**src/rtl/lsu_pkg.sv**
```systemverilog
// lsu_pkg: request opcode and FSM state encodings shared by the LSU and its lane logic.
package lsu_pkg;

    typedef enum logic [2:0] {
        OP_LW  = 3'd0,
        OP_LH  = 3'd1,
        OP_LHU = 3'd2,
        OP_LB  = 3'd3,
        OP_LBU = 3'd4,
        OP_SW  = 3'd5,
        OP_SH  = 3'd6,
        OP_SB  = 3'd7
    } lsu_op_e;

    typedef enum logic [1:0] {
        S_IDLE = 2'd0,
        S_RD   = 2'd1,
        S_WR   = 2'd2,
        S_RESP = 2'd3
    } lsu_state_e;

    function automatic logic is_load(lsu_op_e op);
        return op inside {OP_LW, OP_LH, OP_LHU, OP_LB, OP_LBU};
    endfunction

    function automatic logic misaligned(lsu_op_e op, logic [1:0] lo);
        case (op)
            OP_LW, OP_SW:         return lo != 2'b00;
            OP_LH, OP_LHU, OP_SH: return lo[0];
            default:              return 1'b0;
        endcase
    endfunction

    // Clears the address bits an access of this size cannot legally carry.
    function automatic logic [31:0] align_addr(lsu_op_e op, logic [31:0] a);
        case (op)
            OP_LW, OP_SW:         return {a[31:2], 2'b00};
            OP_LH, OP_LHU, OP_SH: return {a[31:1], 1'b0};
            default:              return a;
        endcase
    endfunction

endpackage

```
**src/rtl/lsu_lane.sv**
```systemverilog
// lsu_lane: load lane select with sign/zero extension and sub-word store merge (combinational).
module lsu_lane
    import lsu_pkg::*;
(
    input  lsu_op_e     op,
    input  logic [1:0]  byte_sel,
    input  logic [31:0] rdata,
    input  logic [31:0] wdata,
    output logic [31:0] load_data,
    output logic [31:0] merged
);

    logic signed [7:0]  byte_s;
    logic signed [15:0] half_s;
    logic signed [31:0] byte_ext;
    logic signed [31:0] half_ext;
    logic [31:0]        byte_mrg;
    logic [31:0]        half_mrg;

    always_comb begin
        byte_s   = '0;
        byte_mrg = rdata;
        case (byte_sel)
            2'd0: begin
                byte_s   = rdata[7:0];
                byte_mrg = {rdata[31:8], wdata[7:0]};
            end
            2'd1: begin
                byte_s   = rdata[15:8];
                byte_mrg = {rdata[31:16], wdata[7:0], rdata[7:0]};
            end
            2'd2: begin
                byte_s   = rdata[23:16];
                byte_mrg = {rdata[31:24], wdata[7:0], rdata[15:0]};
            end
            default: begin
                byte_s   = rdata[31:24];
                byte_mrg = {wdata[7:0], rdata[23:0]};
            end
        endcase

        if (byte_sel[1]) begin
            half_s   = rdata[31:16];
            half_mrg = {wdata[15:0], rdata[15:0]};
        end else begin
            half_s   = rdata[15:0];
            half_mrg = {rdata[31:16], wdata[15:0]};
        end

        byte_ext = 32'(byte_s);
        half_ext = 32'(half_s);

        case (op)
            OP_LB:   load_data = byte_ext;
            OP_LBU:  load_data = {24'd0, byte_s};
            OP_LH:   load_data = half_ext;
            OP_LHU:  load_data = {16'd0, half_s};
            default: load_data = rdata;
        endcase

        case (op)
            OP_SB:   merged = byte_mrg;
            OP_SH:   merged = half_mrg;
            default: merged = wdata;
        endcase
    end

endmodule

```
**src/rtl/lsu.sv**
```systemverilog
// lsu: single-outstanding load/store unit; SB/SH are done as read-modify-write of the word.
// Define LSU_MISALIGN_CHECK_EN to report misaligned LW/SW/LH/LHU/SH via rsp_err instead of aligning.
module lsu
    import lsu_pkg::*;
#(
    parameter int MEM_WORDS = 1024
) (
    input  logic        clk,
    input  logic        reset,
    input  logic        req_valid,
    output logic        req_ready,
    input  logic [2:0]  req_op,
    input  logic [31:0] req_addr,
    input  logic [31:0] req_wdata,
    input  logic [31:0] req_pc,
    output logic        rsp_valid,
    input  logic        rsp_ready,
    output logic [31:0] rsp_rdata,
    output logic        rsp_err,
    output logic        mem_we,
    output logic [31:0] mem_addr,
    output logic [31:0] mem_wdata,
    output logic [31:0] mem_pc,
    input  logic [31:0] mem_rdata
);

    // Word-aligned byte mask that wraps addresses onto the memory's word index.
    localparam logic [31:0] ADDR_MASK = 32'(MEM_WORDS * 4 - 4);

    lsu_state_e  state, state_nxt;
    lsu_op_e     req_op_e, op_p0;
    logic [31:0] addr_p0, wdata_p0, pc_p0, rdata_p0;
    logic [31:0] load_data, merged;
    logic        accept;

    assign req_op_e  = lsu_op_e'(req_op);
    assign req_ready = (state == S_IDLE);
    assign accept    = req_valid && req_ready;
    assign rsp_valid = (state == S_RESP);
    assign rsp_rdata = rdata_p0;
    assign mem_we    = (state == S_WR);
    assign mem_addr  = addr_p0 & ADDR_MASK;
    assign mem_wdata = wdata_p0;
    assign mem_pc    = pc_p0;

`ifdef LSU_MISALIGN_CHECK_EN
    logic req_mis, err_p0;
    assign req_mis = misaligned(req_op_e, req_addr[1:0]);
    assign rsp_err = err_p0;
`else
    assign rsp_err = 1'b0;
`endif

    lsu_lane u_lane (
        .op        (op_p0),
        .byte_sel  (addr_p0[1:0]),
        .rdata     (mem_rdata),
        .wdata     (wdata_p0),
        .load_data (load_data),
        .merged    (merged)
    );

    always_ff @(posedge clk or negedge reset) begin
        if (!reset) state <= S_IDLE;
        else        state <= state_nxt;
    end

    always_comb begin
        state_nxt = state;
        unique case (state)
            S_IDLE: begin
                if (req_valid) begin
                    if (req_op_e == OP_SW) state_nxt = S_WR;
                    else                   state_nxt = S_RD;
`ifdef LSU_MISALIGN_CHECK_EN
                    if (req_mis) state_nxt = S_RESP;
`endif
                end
            end
            S_RD:    state_nxt = is_load(op_p0) ? S_RESP : S_WR;
            S_WR:    state_nxt = S_RESP;
            S_RESP:  if (rsp_ready) state_nxt = S_IDLE;
            default: state_nxt = S_IDLE;
        endcase
    end

    // p0: request fields captured at accept; RD folds the sampled word into them
    always_ff @(posedge clk or negedge reset) begin
        if (!reset) begin
            op_p0    <= OP_LW;
            addr_p0  <= '0;
            wdata_p0 <= '0;
            pc_p0    <= '0;
            rdata_p0 <= '0;
`ifdef LSU_MISALIGN_CHECK_EN
            err_p0   <= 1'b0;
`endif
        end else begin
            if (accept) begin
                op_p0    <= req_op_e;
                addr_p0  <= align_addr(req_op_e, req_addr);
                wdata_p0 <= req_wdata;
                pc_p0    <= req_pc;
                rdata_p0 <= '0;
`ifdef LSU_MISALIGN_CHECK_EN
                err_p0   <= req_mis;
`endif
            end
            if (state == S_RD) begin
                if (is_load(op_p0)) rdata_p0 <= load_data;
                else                wdata_p0 <= merged;
            end
        end
    end

endmodule

```
**config.mk**
```make
export PLATFORM = sky130hd
export DESIGN_NAME = lsu
export DESIGN_NICKNAME = d
export VERILOG_FILES = /design/src/rtl/lsu_pkg.sv /design/src/rtl/lsu_lane.sv /design/src/rtl/lsu.sv
export SDC_FILE = /design/constraint.sdc
export NUM_CORES = 1
export LEC_CHECK = 0
export ABC_AREA = 1
export CAP_MARGIN = 20
export CORE_MARGIN = 2
export CORE_UTILIZATION = 49
export CTS_BUF_LIST = sky130_fd_sc_hd__clkbuf_8
export DETAILED_ROUTE_END_ITERATION = 10
export GPL_TIMING_DRIVEN = 0
export PLACE_DENSITY = 0.95
export SYNTH_ARGS = -nofsm -noshare
export SYNTH_HDL_FRONTEND = slang
export SYNTH_SLANG_ARGS = --single-unit
```
**constraint.sdc**
```tcl
create_clock -name clk -period 4.25 [get_ports clk]
set_clock_uncertainty 0.15 [all_clocks]
set_input_delay 0.425 -clock clk [delete_from_list [all_inputs] [get_ports clk]]
set_output_delay 0.425 -clock clk [all_outputs]
set_load 0.02 [all_outputs]
```
# == Word level (Yosys, flattened, before mapping) ==
# Index checks and enable logic that the tools add are counted.
# word_totals
register_bits,113
in_bits,135
out_inout_bits,132
word_cells,57
# classes
n_eq_ne,20
mux,18
n_reduce_logical,11
# op_table
cell,count
32-bit 2-to-1 mux,7
32-bit one-hot mux with 4 select lines,1
32-bit one-hot mux with 3 select lines,1
32-bit one-hot mux with 2 select lines,1
8-bit one-hot mux with 3 select lines,1
16-bit 2-to-1 mux,1
3-bit equality test (second input constant),5
3-bit by 2-bit equality test with 1-bit output (second input constant),3
4-bit != test (second input constant),2
2-bit one-hot mux with 4 select lines,1
2-bit equality test (second input constant),3
3-bit by 1-bit equality test with 1-bit output (second input constant),2
3-bit logical NOT,2
2-bit 2-to-1 mux,3
5-bit nonzero test,1
2-bit by 1-bit equality test with 1-bit output (second input constant),2
2-bit logical NOT,2
4-bit by 2-bit != test with 1-bit output (second input constant),1
2-bit one-hot mux with 2 select lines,1
2-bit AND reduction,2
3-bit AND reduction,1
3-bit OR reduction,1
2-bit by 1-bit != test with 1-bit output (second input constant),1
2-bit != test (second input constant),1
other kinds (3),3

# == Logic depth before layout (Yosys ltp) ==
# depth
word_depth,5
mapped_depth,11
depth_no_buf,10

# == Cells and area by module ==
# From an unflattened synthesis, not the netlist that was laid out.
# unflattened
hier_cells,1116
hier_area_um2,7330.8
# by_module_without_submodules
module,instances,cells_per_inst,area_per_inst_um2,seq_area_each_um2
lsu,1,648,5156.2,2827.7
lsu_lane,1,468,2174.6,0.0

# == Worst setup path after synthesis ==
# Ideal clock, no wire load.
# synth_timing
kind,register -> register
from,reg state[0]
to,"reg wdata_p0[23], in the netlist mem_wdata[23]"
setup_ns,0.124
t_arrival_ns,1.732
required_time_ns,3.976
path_slack_ns,2.244
stages_incl_launch_ff,10
path_buffers,2
synth_period_minus_slack_ns,2.006
cell_sequence,dfrtp_1 -> inv_1 -> ha_1 -> nand2_1 -> inv_1 -> buf_2 -> clkbuf_1 -> o21ai_0 -> a21oi_1 -> nand2_1
# synth_via
elab_chain_len,5
elab_cells_between_ends,7
classes_between,eq/ne: 2; mux: 3; reduce/logical: 2
# synth_lines
element,line_no,source
"start, declared",lsu.sv:30,"lsu_state_e state, state_nxt;"
"start signal, assigned",lsu.sv:65,else state <= state_nxt;
2-bit logical NOT *,lsu.sv:37,assign req_ready = (state == S_IDLE);
via req_ready,lsu.sv:11,"output logic req_ready,"
1-bit logical AND *,lsu.sv:38,assign accept = req_valid && req_ready;
32-bit 2-to-1 mux *,lsu.sv:99,if (accept) begin
32-bit 2-to-1 mux,lsu.sv:110,if (is_load(op_p0)) rdata_p0 <= load_data;
32-bit 2-to-1 mux *,lsu.sv:109,if (state == S_RD) begin
"end signal, assigned",lsu.sv:102,wdata_p0 <= req_wdata;
"end signal, assigned",lsu.sv:111,else wdata_p0 <= merged;
"end, declared",lsu.sv:32,"logic [31:0] addr_p0, wdata_p0, pc_p0, rdata_p0;"
# The timed path passes the listed nets; every way through them passes the cells marked *.
# A chain may end at the register's enable or synchronous reset.

# == Final worst setup path ==
# layout_timing
from,reg state[0]
to,"reg rdata_p0[16], in the netlist rsp_rdata[16]"
# layout_via
elab_chain_len,5
elab_cells_between_ends,6
classes_between,eq/ne: 1; mux: 3; reduce/logical: 2
# layout_lines
element,line_no
2-bit logical NOT,lsu.sv:37
1-bit logical AND,lsu.sv:38
32-bit 2-to-1 mux,lsu.sv:99
32-bit 2-to-1 mux,lsu.sv:110
32-bit 2-to-1 mux *,lsu.sv:109
"end signal, assigned",lsu.sv:110
"end, declared",lsu.sv:32
# Mark *: on every way between the ends. The rest lies on a longest branch, timed or not.

==> impl_metrics.tcl <==
set metrics [dict create \
    outcome "finished clean" \
    max_stage_delay_ns 0.63 \
    fin_crit_sh_pct 57.7 \
    cp_max_fo 10 \
    r2r_slack_ns 1.80 \
    hp-start "addr_p0[2]$_DFFE_PN0P_" \
    comb_power_share_pct 58.6 \
    final_cells 1465 \
    holdPathStages 2 \
    fillCellCount 1091 \
    clkTransAtPathRegs_ns 0.07 \
    synth_mux_area_share_pct 0 \
    critPathTopFamily "buffers and inverters" \
    grt_antenna_before_repair 0 \
    vias 7907 \
    grt_max_degree 71 \
    report.final.slew_viol_count 0 \
    synth_seq_area_share_pct 41.6 \
    grt_pass1_wl_um 38000 \
    slew_headroom_pct 46.9 \
    hold_viol 0 \
    worstPathArrival_ns 2.68 \
    avgSynthCellArea_um2 6.76 \
    die-height_um 122 \
    cp-end-kind "flip-flop" \
    chipWidth_um 122 \
    switching_share_pct 46.4 \
    tns_ns 0 \
    clockPowerShare_pct 15.2 \
    first_iter_violations 861 \
    rows 43 \
    netlist_area_um2 6800 \
    ctsResizeCount 0 \
    grt-busiest-layer "met2" \
    core_area_um2 13700 \
    drt_wl_total_um 24600 \
    min_to "addr_p0[2]$_DFFE_PN0P_" \
    use_met1_pct 39.1 \
    drcViolationCount 0 \
    htreeDepth 4 \
    fin_crit_ns 2.45 \
    hpwl_um 18500 \
    met2_usage_pct 55.7 \
    synth_flop_cell "dfrtp_1" \
    worst_pin_slew_ns 0.796 \
    drive_gt1_share_pct 8.95 \
    clk_latency_ns 0.44 \
    postSynthRegisterBits 113 \
    internal_power_mw 4.02 \
    clk_path_buf_depth 2 \
    io_buffer_count 223 \
    r2r_end "rsp_rdata[16]$_DFF_PN0_" \
    crit_chain "inv_1, ha_1, nand2_1, clkbuf_1, clkbuf_1, nand3_1, nand2_1" \
    reg2reg_depth 7 \
    switchingPower_mw 3.48 \
    cp_num_buf_inv 3 \
    synth_simple_gate_area_share_pct 42.4 \
    track_usage_pct 33.1 \
    numCtsBuffers 17 \
    synth_compound_area_share_pct 4.71 \
    root_buffer "clkbuf_8" \
    fmax_ghz 0.408 \
    multi_input_area_um2 3340 \
    first_global_vias 7574 \
    synth_enable_flop_cells 0 \
    critPathKind "reg2reg" \
    rsz0062_at_grt "false" \
    ios 267 \
    via_per_inst 5.40 \
    hold_class "reg2reg" \
    peakVddDrop_mv 0.455 \
    die-area_um2 14800 \
    ant_nets 0 \
    placedCellCount 1432 \
    drv_cap 0 \
    power_density_nw_per_um2 764 \
    ys_types 25 \
    cts.sinks 113 \
    report.final.setup_viol 0 \
    syn_to_final_growth_pct 44.4 \
    critPathSlowestCell "clkbuf_1" \
    postSynthCellCount 1006 \
    total_power_mw 7.50 \
    p_seq_share_pct 26.2 \
    num-nets-final 1411 \
    r2r-start "state[0]$_DFFE_PN0P_" \
    postSynth.asyncResetShare_pct 100 \
    hold_slack_ns 0.336 \
    cts_tree "built" \
    dr.pass1.iters 10 \
    use_met3_pct 9.74 \
    required_ns 4.48 \
    grt.overflow.total 0 \
    synth_fa_ha_area_share_pct 0.736 \
    start_util_pct 49.6 \
    wl_per_cell_um 16.8 \
    startpoint_type "flip-flop" \
    yosysWarnings 0 \
    synth_xor_area_share_pct 0 \
    num_antenna_cells 0 \
    synth_top_family_by_area "simple AND/OR/NAND/NOR gates" \
    power_leakage_nw 5.08 \
    final-seq-area_um2 2830 \
    gp_routability_congestion 0.983 \
]
-- registers in the layout, summed over array words and instances (netlist names) --
signal	count
addr_p0	12
rsp_rdata	32
mem_wdata	32
op_p0	3
state	2
mem_pc	32
-- Yosys cell counts (5+ instances only) --
| cell type | n | area share, % |
|---|---|---|
| nand2_2 | 5 | 0.46 |
| buf_4 | 38 | 4.2 |
| nand3_1 | 189 | 14 |
| clkbuf_1 | 20 | 1.1 |
| a21oi_1 | 9 | 0.66 |
| nor2_1 | 16 | 0.88 |
| buf_2 | 28 | 2.1 |
| dfrtp_1 | 113 | 42 |
| nand2_1 | 475 | 26 |
| o211ai_1 | 21 | 2.3 |
| inv_1 | 52 | 2.9 |
| o21ai_0 | 17 | 1.3 |
-- layout make-up --
class	instances	share of cell area, %
Buffer	88	5.17
Clock buffer	19	2.66
Clock inverter	13	1.86
Inverter	56	2.14
Multi-Input combinational cell	771	34.0
Sequential cell	113	28.8
Tap cell	180	2.29
Timing Repair Buffer	225	23.1
-- worst reg2reg max path: cells and delay by family, from the launching register on --
kind	cells	cell delay (ns)
AND/OR/NAND/NOR	3	0.45
adder cells (fa/ha/maj)	1	0.26
buffers and inverters	3	1.15
flip-flops	1	0.39
-- cells by family after synthesis --
logic type / Yosys count
compound gates: 52
fa+ha+maj: 4
buf+inv: 144
flops: 113
other cells: 1
simple gates: 692
-- worst max path at each step --
stage                         start                        end  slack [ns]  cells after the start
5_1_grt        state[0]$_DFFE_PN0P_    rsp_rdata[13]$_DFF_PN0_        1.65                      7
2_1_floorplan  state[0]$_DFFE_PN0P_  mem_wdata[23]$_DFFE_PN0P_        2.24                      9
3_3_place_gp                  reset     addr_p0[6]$_DFFE_PN0P_       -1.63                      1
3_5_place_dp              req_valid    rsp_rdata[13]$_DFF_PN0_        1.70                      6
6_report       state[0]$_DFFE_PN0P_    rsp_rdata[16]$_DFF_PN0_        1.80                      7
4_1_cts        state[0]$_DFFE_PN0P_                  req_ready        1.78                      3
-- metal layers --
layer | wire (µm) | share of wire [%] | vias up
li1 | - | - | 3688
met4 | 895 | 3.6 | 0
met2 | 11900 | 48 | 498
met5 | 0 | 0 | -
met1 | 9020 | 37 | 3632
met3 | 2810 | 11 | 89
-- timing repair --
| item | in CTS | in global routing |
|---|---|---|
| hold buffers | 1 | 0 |
| setup buffers | 0 | 0 |
| hold endpoints to repair | 43 | 0 |
-- through the flow --
stage	worst slack, ns	util, %	cell area [µm²]
6_report	1.80	71.6	9820
5_1_grt	1.65	71.6	9820
2_1_floorplan	2.24	-	6880
3_5_place_dp	1.70	68.3	9370
3_3_place_gp	-1.63	68.1	9340
4_1_cts	1.78	71.6	9820
-- power groups by stage --
| stage | combinational (mW) | sequential (mW) | clock (mW) |
|---|---|---|---|
| after floorplan | 2.16 | 2.38 | 0 |
| after global placement | 4.21 | 1.94 | 0 |
| after CTS | 4.36 | 1.96 | 1.15 |
| after detailed placement | 4.32 | 1.96 | 0 |
| after global routing | 4.81 | 2.01 | 1.20 |
| final | 4.40 | 1.96 | 1.14 |
-- layout by cell type (no fill, tap or decap), drive strengths merged --
cell / Yosys / layout
clkbuf: 20 / 39
dfrtp: 113 / 113
clkinv: 0 / 3
conb: 1 / 23
ha: 4 / 4
o22ai: 1 / 1
buf: 68 / 70
nand2: 480 / 480
a21oi: 9 / 9
nand4: 1 / 1
o21ai: 20 / 20
clkdlybuf4s50: 0 / 222
or2: 1 / 1
o211ai: 21 / 21
nor2: 20 / 20
bufinv: 0 / 4
dlygate4sd3: 0 / 1
inv: 56 / 58
a22oi: 1 / 1
nand3: 190 / 190
clkinvlp: 0 / 4
(Power assumes the default switching activity.)
